<file path="config.mk">
export PLATFORM = sky130hd
export DESIGN_NAME = lab3_z1_sdiv_32s_16s_seq_flat
export DESIGN_NICKNAME = d
export VERILOG_FILES = /design/src/rtl/lab3_z1_sdiv_32s_16s_seq_if.sv /design/src/rtl/lab3_z1_sdiv_32s_16s_seq.sv /design/src/flat_wrapper.sv
export SDC_FILE = /design/constraint.sdc
export NUM_CORES = 1
export LEC_CHECK = 0
export ABC_AREA = 1
export CORE_ASPECT_RATIO = 0.9
export CORE_UTILIZATION = 30
export CTS_BUF_LIST = sky130_fd_sc_hd__clkbuf_8
export DETAILED_ROUTE_END_ITERATION = 10
export MAX_ROUTING_LAYER = met4
export PLACE_DENSITY = 0.54
export SLEW_MARGIN = 20
export SYNTH_ARGS = -nofsm -noshare
export SYNTH_HDL_FRONTEND = slang
export SYNTH_SLANG_ARGS = --single-unit
</file>
<file path="constraint.sdc">
create_clock -name clk -period 8.6 [get_ports clk]
set_input_delay 1.72 -clock clk [delete_from_list [all_inputs] [get_ports clk]]
set_output_delay 1.72 -clock clk [all_outputs]
set_load 0.01 [all_outputs]
</file>
<file path="src/rtl/lab3_z1_sdiv_32s_16s_seq_if.sv">
// Start/ready/done handshake and operand/result bus of the sequential
// 32s/16s signed divider.
interface lab3_z1_sdiv_32s_16s_seq_if;
    logic        ce;
    logic        start;
    logic [31:0] din0;
    logic [15:0] din1;
    logic        ready;
    logic        done;
    logic [31:0] quot;
    logic [15:0] rem;
    logic        dbz;

    modport master (
        output ce, start, din0, din1,
        input  ready, done, quot, rem, dbz
    );

    modport slave (
        input  ce, start, din0, din1,
        output ready, done, quot, rem, dbz
    );
endinterface

</file>
<file path="src/rtl/lab3_z1_sdiv_32s_16s_seq.sv">
// Sequential signed divider, 32-bit dividend by 16-bit divisor.
// Radix-2 restoring division on magnitudes, then a sign fix-up step.
// C semantics: quotient truncates toward zero, remainder takes the
// dividend's sign. Divide-by-zero runs the full latency and flags dbz.
module lab3_z1_sdiv_32s_16s_seq #(
    parameter int ID         = 1,
    parameter int din0_WIDTH = 32,
    parameter int din1_WIDTH = 16,
    parameter int dout_WIDTH = 32
) (
    input  logic                       clk,
    input  logic                       reset,
    lab3_z1_sdiv_32s_16s_seq_if.slave  div_if
);

    // Only the 32/16/32 configuration is implemented.
    if (ID < 0 || din0_WIDTH != 32 || din1_WIDTH != 16 || dout_WIDTH != 32) begin : g_bad_cfg
        $error("lab3_z1_sdiv_32s_16s_seq: unsupported width configuration");
    end

    localparam logic [1:0] S_IDLE = 2'd0;
    localparam logic [1:0] S_CALC = 2'd1;
    localparam logic [1:0] S_FIX  = 2'd2;
    localparam logic [1:0] S_DONE = 2'd3;

    logic [1:0]  state_q, state_d;
    logic [5:0]  cnt_q,   cnt_d;     // iterations 0..31, value 32 = one alignment slot
    logic [31:0] dvd_q,   dvd_d;     // dividend magnitude shifting out, quotient shifting in
    logic [15:0] prem_q,  prem_d;    // partial remainder (always < divisor magnitude)
    logic [15:0] dvs_q,   dvs_d;     // divisor magnitude
    logic        sq_q,    sq_d;      // quotient sign
    logic        sr_q,    sr_d;      // remainder sign
    logic        dbzn_q,  dbzn_d;    // divisor was zero
    logic [15:0] lo_q,    lo_d;      // raw dividend[15:0], returned as rem on divide-by-zero
    logic [31:0] quot_q,  quot_d;
    logic [15:0] rem_q,   rem_d;
    logic        dbz_q,   dbz_d;

    logic [31:0] a_mag;
    logic [15:0] b_mag;
    logic [16:0] shifted;
    logic [15:0] diff;
    logic        take;

    // Operand magnitudes; |-2^31| = 2^31 is exact as a 32-bit unsigned value.
    assign a_mag = div_if.din0[31] ? (~div_if.din0 + 32'd1) : div_if.din0;
    assign b_mag = div_if.din1[15] ? (~div_if.din1 + 16'd1) : div_if.din1;

    // One restoring step: shift in next dividend bit, trial-subtract divisor.
    assign shifted = {prem_q, dvd_q[31]};
    assign take    = (shifted >= {1'b0, dvs_q});
    assign diff    = shifted[15:0] - dvs_q;

    // Next-state logic; with ce low every register holds its value.
    always_comb begin
        state_d = state_q;
        cnt_d   = cnt_q;
        dvd_d   = dvd_q;
        prem_d  = prem_q;
        dvs_d   = dvs_q;
        sq_d    = sq_q;
        sr_d    = sr_q;
        dbzn_d  = dbzn_q;
        lo_d    = lo_q;
        quot_d  = quot_q;
        rem_d   = rem_q;
        dbz_d   = dbz_q;
        if (div_if.ce) begin
            case (state_q)
                S_IDLE: begin
                    if (div_if.start) begin
                        dvd_d   = a_mag;
                        dvs_d   = b_mag;
                        sq_d    = div_if.din0[31] ^ div_if.din1[15];
                        sr_d    = div_if.din0[31];
                        dbzn_d  = (div_if.din1 == 16'd0);
                        lo_d    = div_if.din0[15:0];
                        prem_d  = 16'd0;
                        cnt_d   = 6'd0;
                        state_d = S_CALC;
                    end
                end
                S_CALC: begin
                    // 32 iterations, then one slot so the result edge lands
                    // 34 enabled edges after acceptance.
                    if (!cnt_q[5]) begin
                        prem_d = take ? diff : shifted[15:0];
                        dvd_d  = {dvd_q[30:0], take};
                        cnt_d  = cnt_q + 6'd1;
                    end else begin
                        state_d = S_FIX;
                    end
                end
                S_FIX: begin
                    if (dbzn_q) begin
                        quot_d = 32'hFFFF_FFFF;
                        rem_d  = lo_q;
                        dbz_d  = 1'b1;
                    end else begin
                        quot_d = sq_q ? (~dvd_q + 32'd1) : dvd_q;
                        rem_d  = sr_q ? (~prem_q + 16'd1) : prem_q;
                        dbz_d  = 1'b0;
                    end
                    state_d = S_DONE;
                end
                default: begin
                    state_d = S_IDLE;
                end
            endcase
        end
    end

    // State registers; async reset discards any in-flight operation.
    always_ff @(posedge clk or posedge reset) begin
        if (reset) begin
            state_q <= S_IDLE;
            cnt_q   <= 6'd0;
            dvd_q   <= 32'd0;
            prem_q  <= 16'd0;
            dvs_q   <= 16'd0;
            sq_q    <= 1'b0;
            sr_q    <= 1'b0;
            dbzn_q  <= 1'b0;
            lo_q    <= 16'd0;
            quot_q  <= 32'd0;
            rem_q   <= 16'd0;
            dbz_q   <= 1'b0;
        end else begin
            state_q <= state_d;
            cnt_q   <= cnt_d;
            dvd_q   <= dvd_d;
            prem_q  <= prem_d;
            dvs_q   <= dvs_d;
            sq_q    <= sq_d;
            sr_q    <= sr_d;
            dbzn_q  <= dbzn_d;
            lo_q    <= lo_d;
            quot_q  <= quot_d;
            rem_q   <= rem_d;
            dbz_q   <= dbz_d;
        end
    end

    assign div_if.ready = (state_q == S_IDLE);
    assign div_if.done  = (state_q == S_DONE);
    assign div_if.quot  = quot_q;
    assign div_if.rem   = rem_q;
    assign div_if.dbz   = dbz_q;

endmodule
</file>
<file path="src/flat_wrapper.sv">
// flat-port wrapper written by rule: the top's interface ports become plain ports
module lab3_z1_sdiv_32s_16s_seq_flat 
#(
    parameter int ID         = 1,
    parameter int din0_WIDTH = 32,
    parameter int din1_WIDTH = 16,
    parameter int dout_WIDTH = 32
)
  (clk, reset, div_if_ce, div_if_start, div_if_din0, div_if_din1, div_if_ready, div_if_done, div_if_quot, div_if_rem, div_if_dbz);
  lab3_z1_sdiv_32s_16s_seq_if div_if_i ();
  input  logic clk;
  input  logic reset;
  input wire logic [$bits(div_if_i.ce)-1:0] div_if_ce;
  input wire logic [$bits(div_if_i.start)-1:0] div_if_start;
  input wire logic [$bits(div_if_i.din0)-1:0] div_if_din0;
  input wire logic [$bits(div_if_i.din1)-1:0] div_if_din1;
  output wire logic [$bits(div_if_i.ready)-1:0] div_if_ready;
  output wire logic [$bits(div_if_i.done)-1:0] div_if_done;
  output wire logic [$bits(div_if_i.quot)-1:0] div_if_quot;
  output wire logic [$bits(div_if_i.rem)-1:0] div_if_rem;
  output wire logic [$bits(div_if_i.dbz)-1:0] div_if_dbz;
  assign div_if_i.ce = div_if_ce;
  assign div_if_i.start = div_if_start;
  assign div_if_i.din0 = div_if_din0;
  assign div_if_i.din1 = div_if_din1;
  assign div_if_ready = div_if_i.ready;
  assign div_if_done = div_if_i.done;
  assign div_if_quot = div_if_i.quot;
  assign div_if_rem = div_if_i.rem;
  assign div_if_dbz = div_if_i.dbz;
  lab3_z1_sdiv_32s_16s_seq #(.ID(ID), .din0_WIDTH(din0_WIDTH), .din1_WIDTH(din1_WIDTH), .dout_WIDTH(dout_WIDTH)) u_core (.clk(clk), .reset(reset), .div_if(div_if_i));
endmodule
</file>
==> results of run 1 <==
power breakdown:
group / internal, mW / leakage, nW / total, mW / switching [mW]
Sequential: 0.956 / 1.71 / 1.24 / 0.285
Combinational: 0.862 / 3.43 / 2.27 / 1.41
Clock: 0.246 / 0.210 / 0.556 / 0.309
Total: 2.06 / 5.35 / 4.07 / 2.00
worst max-delay path by stage:
stage	from	endpoint	slack (ns)
global route	div_if_ce	u_core.dvd_q[4]$_DFFE_PP0P_	4.28
detailed placement	div_if_ce	u_core.dvd_q[4]$_DFFE_PP0P_	4.44
global placement	div_if_ce	u_core.cnt_q[3]$_DFFE_PP0P_	4.44
floorplan	reset	u_core.cnt_q[0]$_DFFE_PP0P_	3.13
finish	div_if_ce	u_core.dvd_q[4]$_DFFE_PP0P_	4.54
CTS	div_if_ce	u_core.dvd_q[4]$_DFFE_PP0P_	4.91
routing by layer:
metal  routed length, µm  vias up
met3                1490       17
met5                   0        -
met2               11400      250
met1               16100     4160
met4                 267        0
li1                    -     4608
cells by family (layout without fill, tap and decap cells):
kind of cell / Yosys count / after routing / share of synthesized area [%]
and+or+nand+nor: 715 / 715 / 33.3
buffers and inverters: 236 / 330 / 9.79
xor gates and xnor gates: 30 / 30 / 2.80
AOI/OAI and AO/OA: 222 / 222 / 13.3
adders and majority gates: 26 / 26 / 3.54
DFF: 140 / 140 / 37.3
worst max-delay path, stage by stage:
cell and delay [ns]:
sky130_fd_sc_hd__clkdlybuf4s50_1 0.42, sky130_fd_sc_hd__inv_1 0.09, sky130_fd_sc_hd__a21oi_1 0.06, sky130_fd_sc_hd__nand2_1 0.08, sky130_fd_sc_hd__buf_4 0.49, sky130_fd_sc_hd__clkinv_1 0.97
sky130_fd_sc_hd__o211ai_1 0.38, sky130_fd_sc_hd__o21ai_0 0.12
state kept, by name, summed over array words and instances, names as in the netlist, 2 cells and up:
name	cells
u_core.lo_q	16
u_core.div_if.rem	16
u_core.dvs_q	16
u_core.prem_q	16
u_core.cnt_q	6
u_core.div_if.quot	32
u_core.state_q	2
u_core.dvd_q	32
cell type report:
type / count / area [µm²]
Fill cell: 3301 / 19600
Tap cell: 409 / 512
Sequential cell: 140 / 3500
Timing Repair Buffer: 112 / 1100
Clock buffer: 17 / 234
Inverter: 186 / 703
Multi-Input combinational cell: 993 / 4970
Clock inverter: 15 / 174
placed cells by master, fill, tap and decap left out, types with 5 or more instances in the layout:
cell | netlist | final
sky130_fd_sc_hd__a21oi_1 | 60 | 60
sky130_fd_sc_hd__a22oi_1 | 15 | 15
sky130_fd_sc_hd__a31oi_1 | 12 | 12
sky130_fd_sc_hd__buf_4 | 3 | 10
sky130_fd_sc_hd__clkbuf_8 | 0 | 17
sky130_fd_sc_hd__clkdlybuf4s50_1 | 0 | 102
sky130_fd_sc_hd__dfrtp_1 | 140 | 140
sky130_fd_sc_hd__ha_1 | 25 | 25
sky130_fd_sc_hd__inv_1 | 177 | 175
sky130_fd_sc_hd__inv_2 | 6 | 6
sky130_fd_sc_hd__inv_6 | 0 | 7
sky130_fd_sc_hd__nand2_1 | 364 | 364
sky130_fd_sc_hd__nand3_1 | 148 | 148
sky130_fd_sc_hd__nand3_2 | 10 | 10
sky130_fd_sc_hd__nand4_1 | 17 | 17
sky130_fd_sc_hd__nor2_1 | 132 | 132
sky130_fd_sc_hd__nor2_2 | 5 | 5
sky130_fd_sc_hd__nor2_4 | 6 | 6
sky130_fd_sc_hd__nor3_1 | 10 | 10
sky130_fd_sc_hd__o211ai_1 | 16 | 16
sky130_fd_sc_hd__o21ai_0 | 90 | 90
sky130_fd_sc_hd__o21ai_1 | 9 | 9
sky130_fd_sc_hd__o22ai_1 | 9 | 9
sky130_fd_sc_hd__or2_2 | 7 | 7
sky130_fd_sc_hd__xnor2_1 | 11 | 11
sky130_fd_sc_hd__xor2_1 | 19 | 19
==> results.txt, run 1 <==
* Final standard cell count with taps included and fillers excluded: around 1900
- Largest net degree at the start of global routing: 76
* Final worst path period need: a little over 4 ns
- Counting every instance in the synthesized netlist gives 1369.
* Primary flip-flop cell chosen by synthesis mapping: sky130_fd_sc_hd__dfrtp_1
* Combined area of all synthesized cells: 0.00940 mm²
- Final critical-path setup slack: 4.54 ns
* Maximum vdd drop: 0.160 mV
- Antenna Cells: 0
- Register-to-register path setup slack: ~5.2 ns
* Post-synth top area cell: sky130_fd_sc_hd__dfrtp_1
- DP Wirelength: 22500 µm
- After clock tree synthesis, the clock-pin slew on the worst setup and hold paths is 0.08 ns.
- For the worst setup path, the data arrival time is 4.36 ns.
- R2r startpoint: u_core.state_q[1]$_DFFE_PP0P_
* Length of the first detailed-routing pass in iterations: 5
* Clock root buffer: sky130_fd_sc_hd__clkbuf_8
- The final number of max-transition violations was 0.
- The routed layout has 9035 vias.
- In this run the biggest area consumer among cell types represents 37.3% of the synthesized area.
- Result of the run: completed
* Worst clock skew: 0.0167 ns
* Top-Level Pins: ~100
- Detail Route Antenna Nets: 0
- Synthesis instantiated 47 different standard cells from the library.
* Sink count of the clock tree: 140
- The floorplan step set the die width to 189 µm.
- Share of the yosys chip area belonging to registers: 37.3%
- Highest Clock Rate: 0.246 GHz
- The endpoint identified for the worst register-to-register timing path is u_core.dvd_q[4]$_DFFE_PP0P_.
- Share of the cycle needed by the critical path after routing: 47.2%
- The Yosys step of the flow raised 0 warnings.
- Number of maximum-capacitance violations: 0
- Signed area change from the synthesized netlist to the final layout: 19.2%
* Initial Utilization: 30.5%
- Final Cell Area: 0.0112 mm²
- Busiest layer in global routing: met1
- Die Outline Area: 0.0320 mm²
- Counting flops with an async set or reset pin after synthesis yields a share of 100%.
* Global router's overall resource usage: 19.2%
- Measured against its own limit, the worst slew margin works out to 33.1%.
- Antenna violations before repair: 0
- Fraction of layout cells with a size suffix above 1: slightly above 6%
* CP startpoint kind: input pin
- Along the worst hold path, the cell count comes to 2.
- Met2 routing resource usage after global routing: between 20% and 30%
- Worst Tran Pin Value: 0.997 ns
- Critical path class: input pin to flip-flop
- Setup violations remaining at the end of the flow were counted as 0.
* Unrepaired setup endpoints after global routing: no
- When the netlist entered floorplanning its net count stood at between 1000 and 1500.
* Top cells by area, synth: sky130_fd_sc_hd__dfrtp_1, sky130_fd_sc_hd__nand2_1, sky130_fd_sc_hd__nand3_1
- Global routing consumed, on the met1 layer, a little under a third of the routing resources.
* Yosys reg bits: 140
* Hold violation total from the final report: 0
* First-pass GRT wire length: 46500 µm
- The congestion estimate from routability-driven global placement came to 0.884.
- Via-per-instance ratio: just under 5
* Top cells by instance count after synthesis: sky130_fd_sc_hd__nand2_1, sky130_fd_sc_hd__inv_1, sky130_fd_sc_hd__nand3_1, sky130_fd_sc_hd__dfrtp_1, sky130_fd_sc_hd__nor2_1
* Inserted Clock Buffers: 17
* Longest Clk Path Bufs: 2
* H-tree depth: 4
* Worst reg2reg path depth: 9
* Num rows: 61
- The worst hold path belongs to the class flip-flop to flip-flop.
- Port Buf Inserts: 102
- Hold-fix buffers, CTS: 0
- The number of global-route vias before repair came to approximately 8100.
- Finished Core Util: approximately 36%
* Placed Instance Area: 0.0108 mm²
* Wire length per cell: 15.6 µm
- Endpoint of the worst hold-timing path: u_core.lo_q[5]$_DFFE_PP0P_
- The analysis attributes to cell leakage a power of ~5.4 nW.
- Final hold slack: 0.482 ns
- Average footprint of a synthesized cell: between 6 and 7 µm²
- Number of synthesized flops with an enable pin: 0
- Measured along the y axis, the die boundary spans 170 µm.
- TritonCTS built the clock tree.
- Global Route met3 Usage: 2.72%
- Resized cells post-CTS: 0
- In this run the post-CTS setup repair buffer count came out at 0.
- The routed design has ~29000 µm of wire.
- The clock reaches the later pin of the worst-skew pair after 0.46 ns.
- Total negative setup slack: 0 ns
* Nature of the critical path endpoint: flip-flop
* Critical path data required time: just under 9 ns
* Pwr per Cell Area: 363 mW/mm²
- The detailed router finished its first iteration with 592 violations.
- Highest net fanout along the worst path: 55
- Total power after layout: 4.07 mW
- Startpoint of the worst hold path: u_core.lo_q[5]$_DFFE_PP0P_
- Post-place setup slack: 4.44 ns
- The total area inside the core boundary comes to between 0.03 and 0.04 mm².
- After detailed routing, the number of remaining DRC violations is 0.
- Counting tap cells, the placed design contains a total of ~1800 instances.
* Aggregate global routing overflow: 0
- In the final design database the tool counted 1528 nets.
- Yosys instantiated no cell more often than sky130_fd_sc_hd__nand2_1.
Note: power is estimated with default switching activity, not from simulation.
==> run 2, diff against run 1 <==
==> constraint.sdc (replaced) <==
create_clock -name clk -period 3.92 [get_ports clk]
set_input_delay 0.784 -clock clk [delete_from_list [all_inputs] [get_ports clk]]
set_output_delay 0.784 -clock clk [all_outputs]
set_load 0.01 [all_outputs]
==> run 2 against run 1 <==
  * Largest cell class unchanged
  * Non-clock buffer count up 4
  * Critical endpoint is now div_if_ready
  * Die area unchanged
  * Final cell count up 0.21%
  * Clock power up 110%
  * Register-to-register slack worse by 3.7 ns
  * Largest power group unchanged
  * First-iteration DRC count up 45%
  * Clock skew up 0.0046 ns
  * Design area up 0.22%
  * Global-route usage up 0.14 points
  * Combinational power up 120%
  * Worst setup slack worse by 3.2 ns
  * Sequential power up 120%
==> results.txt, run 2 (synthesis results as in run 1) <==
- The library cell used most frequently in the layout, excluding fill and tap cells, is sky130_fd_sc_hd__nand2_1.
- Result of the run: completed
- The total number of nets in the final design is 1532 (+0.26%).
- The total detailed-routing wirelength is 29300 µm (+0.19%).
- Largest net degree at the start of global routing: 57 (-25%)
* Startpoint of the worst hold path: u_core.lo_q[4]$_DFFE_PP0P_
- Post-placement cell count: 1844 (+0.22%)
- Pwr per Cell Area: 789 mW/mm² (+120%)
* Starting DRT DRC Count: 858 (+45%)
- The number of gates resized after cts was 0 (unchanged).
- In this run the critical register-to-register path is launched from u_core.prem_q[11]$_DFFE_PP0P_.
- The sum of net half-perimeters after detailed placement is 22800 µm (+0.93%).
- Critical path startpoint: u_core.state_q[1]$_DFFE_PP0P_
- The sum of negative setup slack was 0 ns (unchanged).
- The min-delay analysis places its worst path in the category flip-flop to flip-flop.
- Setup repair after global routing left no endpoint under its margin.
- Critical path class: flip-flop to output port
- The multi-input logic area is 0.00497 mm² (unchanged).
- Die W: 189 µm (unchanged)
- Headroom to the max-slew limit: 43.4% (+10 points)
* Length of the first detailed-routing pass in iterations: 6 (+1)
* Detail Route Antenna Nets: 0 (unchanged)
- Most used cells in the layout excluding fill and tap cells: sky130_fd_sc_hd__nand2_1, sky130_fd_sc_hd__inv_1, sky130_fd_sc_hd__nand3_1, sky130_fd_sc_hd__dfrtp_1, sky130_fd_sc_hd__nor2_1
* Initial Utilization: 30.5% (unchanged)
* WP data arrival: 1.79 ns (-2.57 ns)
- The total congestion overflow was 0 (unchanged).
- Port Buf Inserts: 102 (unchanged)
- The final number of max-transition violations came to 0 (unchanged).
- The CTS clock-pin slew for the worst setup and hold paths was 0.10 ns (+0.02 ns).
- Derived from the worst setup path, the maximum achievable clock frequency is 0.389 GHz.
- Final setup fails: 0 (unchanged)
* CP startpoint kind: flip-flop
- The worst ir drop on vdd was 0.248 mV (+55%).
- Signed area change from the synthesized netlist to the final layout: 19.4%
- Global router's overall resource usage: 19.3% (+0.14 points)
- DRC viols: 0 (unchanged)
- Via-per-instance ratio: 4.87 (+0.86%)
* Inserted Clock Buffers: 17 (unchanged)
* Area inside the core boundary: 0.0308 mm² (unchanged)
- TritonCTS built the clock tree.
- The post-cts hold buffer count was 0 (unchanged).
- Vias post-DR: 9132 (+1.1%)
- # fillers: 3354 (+1.6%)
- The measured slew at the worst slew-check pin is 0.849 ns (-0.148 ns).
* Via count of the first global-routing pass: 8388 (+3.4%)
* Antenna Cells: 0 (unchanged)
- Longest Clk Path Bufs: 2 (unchanged)
- Gpl congestion: 0.847 (-4.2%)
* Top-Level Pins: 103 (unchanged)
* Final worst path period need: 2.57 ns
* Critical path data required time: 3.14 ns (-5.76 ns)
- The number of H-tree branching levels came to 4 (unchanged).
- Hold violation total from the final report: 0 (unchanged)
- Die Outline Area: 0.0320 mm² (unchanged)
- The number of clock sinks was 140 (unchanged).
- The routed length per placed instance came to 15.6 µm (about the same).
- Clock root buffer: sky130_fd_sc_hd__clkbuf_8
* Seq. cell area: 0.00350 mm² (unchanged)
- Number of maximum-capacitance violations: 0 (unchanged)
- Of the available clock period, the critical path in the final layout requires around two thirds.
- The worst setup path is captured at an output port.
- The global-route wire length before repair is 47200 µm (+1.4%).
- The biggest fanout along the worst timing path was 4 (-93%).
* Antenna violations before repair: 0 (unchanged)
* Die span in y: 170 µm (unchanged)
- Num rows: 61 (unchanged)
* Worst clock skew: 0.0213 ns (+0.00457 ns)
* Insertion delay to the later sink of the worst-skew pair: 0.45 ns (about the same)
- The overall power of the completed layout came to 8.85 mW (+120%).
- Fraction of layout cells with a size suffix above 1: 6.34% (+0.26 points)
- Count of buffers added by post-CTS timing repair for setup: 0 (unchanged)
- Final standard cell count with taps included and fillers excluded: 1876 (+0.21%)
- The total leakage power is 5.36 nW (+0.21%).
-- run 2: critical path: stages, from the launching register on --
cell                              delay (ns)
sky130_fd_sc_hd__dfrtp_1                0.42
sky130_fd_sc_hd__inv_1                  0.11
sky130_fd_sc_hd__ha_1                   0.23
sky130_fd_sc_hd__clkdlybuf4s50_1        0.57
-- run 2: metrics by stage --
stage | util, % | area, µm² | hold slack (ns) | worst slack [ns]
final | 36.4 | 11200 | 0.487 | 1.35
after global routing | 36.4 | 11200 | 0.524 | 1.23
after detailed placement | 35.2 | 10800 | 0.470 | 1.12
after global placement | 35.2 | 10800 | 0.466 | 1.12
after CTS | 36.4 | 11200 | 0.491 | 1.33
after floorplan | - | 9400 | 0.442 | 1.39
-- run 2: path summary, 6_finish.rpt --
path / end / slack (ns) / depth (start not counted)
min in group asynchronous: u_core.prem_q[11]$_DFFE_PP0P_ / 0.69 / 2
setup reg to reg: u_core.prem_q[8]$_DFFE_PP0P_ / 1.49 / 8
max in group asynchronous: u_core.div_if.quot[28]$_DFFE_PP0P_ / 2.50 / 3
hold / removal: u_core.lo_q[4]$_DFFE_PP0P_ / 0.49 / 2
hold reg to reg: u_core.lo_q[4]$_DFFE_PP0P_ / 0.49 / 2
setup / recovery: div_if_ready / 1.35 / 3
-- run 2: final cells by class --
type	count	share of cell area (%)
inverter	186	6.26
clock buffer	17	2.09
sequential	140	31.2
clock inverter	15	1.29
tap	409	4.56
timing repair buffer	116	10.3
multi-input combinational	993	44.3
-- run 2: report_power, final --
group | switching (mW) | internal, mW
sequential | 0.635 | 2.10
combinational | 3.07 | 1.90
clock | 0.678 | 0.472
total | 4.38 | 4.47
-- run 2: routing by layer --
metal  GRT usage, %  part of all wire, %
met1           30.6                   55
met2           24.9                   39
met3           3.11                  5.4
met4           3.82                 0.93
met5              -                    0
==> run 3, diff against run 2 <==
==> constraint.sdc (replaced) <==
create_clock -name clk -period 2.6 [get_ports clk]
set_input_delay 0.52 -clock clk [delete_from_list [all_inputs] [get_ports clk]]
set_output_delay 0.52 -clock clk [all_outputs]
set_load 0.01 [all_outputs]
==> run 3 against run 2 <==
  * Clock power increased by 73%
  * Clock skew decreased by 0.0079 ns
  * Utilization increased by 0.77 points
  * Final cell count increased by 0.85%
  * Wire length increased by 1.8%
  * Sequential cell count unchanged
  * Sequential power increased by 49%
  * Hold slack got worse by 0.0084 ns
  * Non-clock buffer count increased by 16
  * Combinational power increased by 56%
==> results.txt, run 3 (synthesis results as in run 1) <==
* Post-layout net count: 1548 (+1.0%)
- The multi-input logic area came to 0.00497 mm² (unchanged).
- In the finished design, the share of the clock period the worst path needs comes to 89.5%.
* H-tree depth: 4 (unchanged)
* Die Outline Area: 0.0320 mm² (unchanged)
* Final standard cell count with taps included and fillers excluded: 1892 (+0.85%)
- The starting utilization of the core area came to 30.5% (unchanged).
* # fillers: 3362 (+0.24%)
* Final Max Slew Viols: 0 (unchanged)
- Seq. cell area: 0.00350 mm² (unchanged)
- Sink count of the clock tree: 140 (unchanged)
* Length of the first detailed-routing pass in iterations: 7 (+1)
* Via-per-instance ratio: 4.84 (-0.65%)
* Worst reg2reg path depth: 11 (+3)
- The critical path in this run is classified as flip-flop to output port.
- The routability congestion estimate came to 0.912 (+7.6%).
* Class of the tightest hold or removal check: input pin to asynchronous set/reset pin
- Detail Route Antenna Nets: 0 (unchanged)
- The sum of net half-perimeters after detailed placement was 23600 µm (+3.9%).
- The post-CTS setup-driven buffer insertion count is 0 (unchanged).
- Total wire length after detailed routing: 29800 µm (+1.8%)
- From synthesis to final layout, the design area changed by 21.9%.
- The global router's overall resource usage was 19.7% (+0.44 points).
- WP data arrival: 1.81 ns (+0.02 ns)
* Die span in y: 170 µm (unchanged)
* Antenna Cells: 0 (unchanged)
- The worst-skew pair later-pin latency was 0.46 ns (about the same).
* Unrepaired setup endpoints after global routing: no
- The top-level I/O count was 103 (unchanged).
* Final Cell Area: 0.0115 mm² (+2.1%)
- The clock buffer count from CTS is 17 (unchanged).
- The number of placed instances, taps included came to 1860 (+0.87%).
* Most used cells in the layout excluding fill and tap cells: sky130_fd_sc_hd__nand2_1, sky130_fd_sc_hd__inv_1, sky130_fd_sc_hd__nand3_1, sky130_fd_sc_hd__dfrtp_1, sky130_fd_sc_hd__nor2_1
- The initial antenna violation count came to 0 (unchanged).
* Num rows: 61 (unchanged)
- Via count of the first global-routing pass: 8417 (+0.35%)
- Port Buf Inserts: 102 (unchanged)
* Critical path data required time: 2.08 ns (-1.06 ns)
- The number of endpoints failing setup at the final stage is 0 (unchanged).
* Area inside the core boundary: 0.0308 mm² (unchanged)
* Worst clock skew: 0.0134 ns (-0.00789 ns)
- CP startpoint kind: flip-flop
* Result of the run: completed
* Largest net degree at the start of global routing: 42 (-26%)
- Worst Tran Pin Value: 0.599 ns (-0.250 ns)
- The biggest fanout along the worst timing path is 4 (unchanged).
- The final hold violation count was 0 (unchanged).
- The remaining routing DRC violations is 0 (unchanged).
- First-pass GRT wire length: 48100 µm (+2.0%)
- The sum of negative setup slack was 0 ns (unchanged).
- Starting DRT DRC Count: 772 (-10%)
- The instance area at placement came to 0.0110 mm² (+1.7%).
- Die W: 189 µm (unchanged)
- The worst ir drop on vdd was 0.422 mV (+70%).
* Longest Clk Path Bufs: 2 (unchanged)
- Highest Clock Rate: 0.430 GHz
* Pwr per Cell Area: 1210 mW/mm² (+53%)
- Vias post-DR: 9150 (+0.20%)
- Headroom to the max-slew limit: 60.0% (+17 points)
- Wire length per cell: 15.8 µm (+0.97%)
- Nature of the critical path endpoint: output port
- Clock root buffer: sky130_fd_sc_hd__clkbuf_8
- The number of max-cap violations was 0 (unchanged).
* Static power due to leakage: 5.49 nW (+2.3%)
- Most common cell after layout, fill and taps aside: sky130_fd_sc_hd__nand2_1
- Aggregate global routing overflow: 0 (unchanged)
- Final worst path period need: 2.33 ns
* Fraction of layout cells with a size suffix above 1: 7.35% (+1.0 points)
* Clock-pin slew on the worst setup and hold paths: 0.09 ns (about the same)
* CTS tree: yes
- The post-cts hold buffer count is 0 (unchanged).
* Resized cells post-CTS: 0 (unchanged)
-- run 3: cell types whose count changed in the layout (fill, tap and decap cells not counted), sizes merged --
| cell | previous run | this run |
|---|---|---|
| clkinvlp | 3 | 2 |
| bufinv | 0 | 3 |
| clkinv | 7 | 5 |
| buf | 14 | 30 |
-- run 3: worst paths after layout --
| path | startpoint | slack (ns) | to |
|---|---|---|---|
| min reg2reg | u_core.lo_q[3]$_DFFE_PP0P_ | 0.49 | u_core.lo_q[3]$_DFFE_PP0P_ |
| max in group asynchronous | reset | 1.51 | u_core.div_if.rem[5]$_DFFE_PP0P_ |
| max | u_core.state_q[0]$_DFFE_PP0P_ | 0.27 | div_if_ready |
| min | reset | 0.48 | u_core.div_if.rem[15]$_DFFE_PP0P_ |
| max reg2reg | u_core.dvd_q[31]$_DFFE_PP0P_ | 0.30 | u_core.prem_q[8]$_DFFE_PP0P_ |
| min in group clk | u_core.lo_q[3]$_DFFE_PP0P_ | 0.49 | u_core.lo_q[3]$_DFFE_PP0P_ |
-- run 3: critical path, stage by stage, from the launching register on --
cell	delay (ns)
sky130_fd_sc_hd__dfrtp_1	0.42
sky130_fd_sc_hd__inv_1	0.11
sky130_fd_sc_hd__ha_1	0.25
sky130_fd_sc_hd__clkdlybuf4s50_1	0.57
-- run 3: final cells by class --
class | count | share of cell area, %
Tap cell | 409 | 4.47
Clock buffer | 17 | 2.04
Sequential cell | 140 | 30.6
Inverter | 186 | 6.13
Clock inverter | 15 | 1.74
Multi-Input combinational cell | 993 | 43.4
Timing Repair Buffer | 132 | 11.6
-- run 3: per-stage QoR --
step	power (mW)	setup slack [ns]	utilization [%]	hold slack [ns]
3_5_place_dp	11.8	0.0708	35.7	0.474
6_report	13.8	0.272	37.2	0.478
3_3_place_gp	11.8	0.120	35.7	0.470
4_1_cts	13.9	0.249	37.2	0.477
5_1_grt	15.1	0.0986	37.2	0.510
2_1_floorplan	9.02	0.331	-	0.442
-- run 3: layer usage --
metal / vias to the layer above / part of all wire [%] / track usage, %
met1: 4203 / 56 / 32.1
li1: 4655 / - / -
met4: 0 / 0.96 / 3.96
met2: 271 / 38 / 25.0
met3: 21 / 5.0 / 2.43
met5: - / 0 / -
-- run 3: power breakdown --
group          internal, mW  switching, mW
registers              3.16          0.919
logic                  3.02           4.73
clock network         0.986           1.00
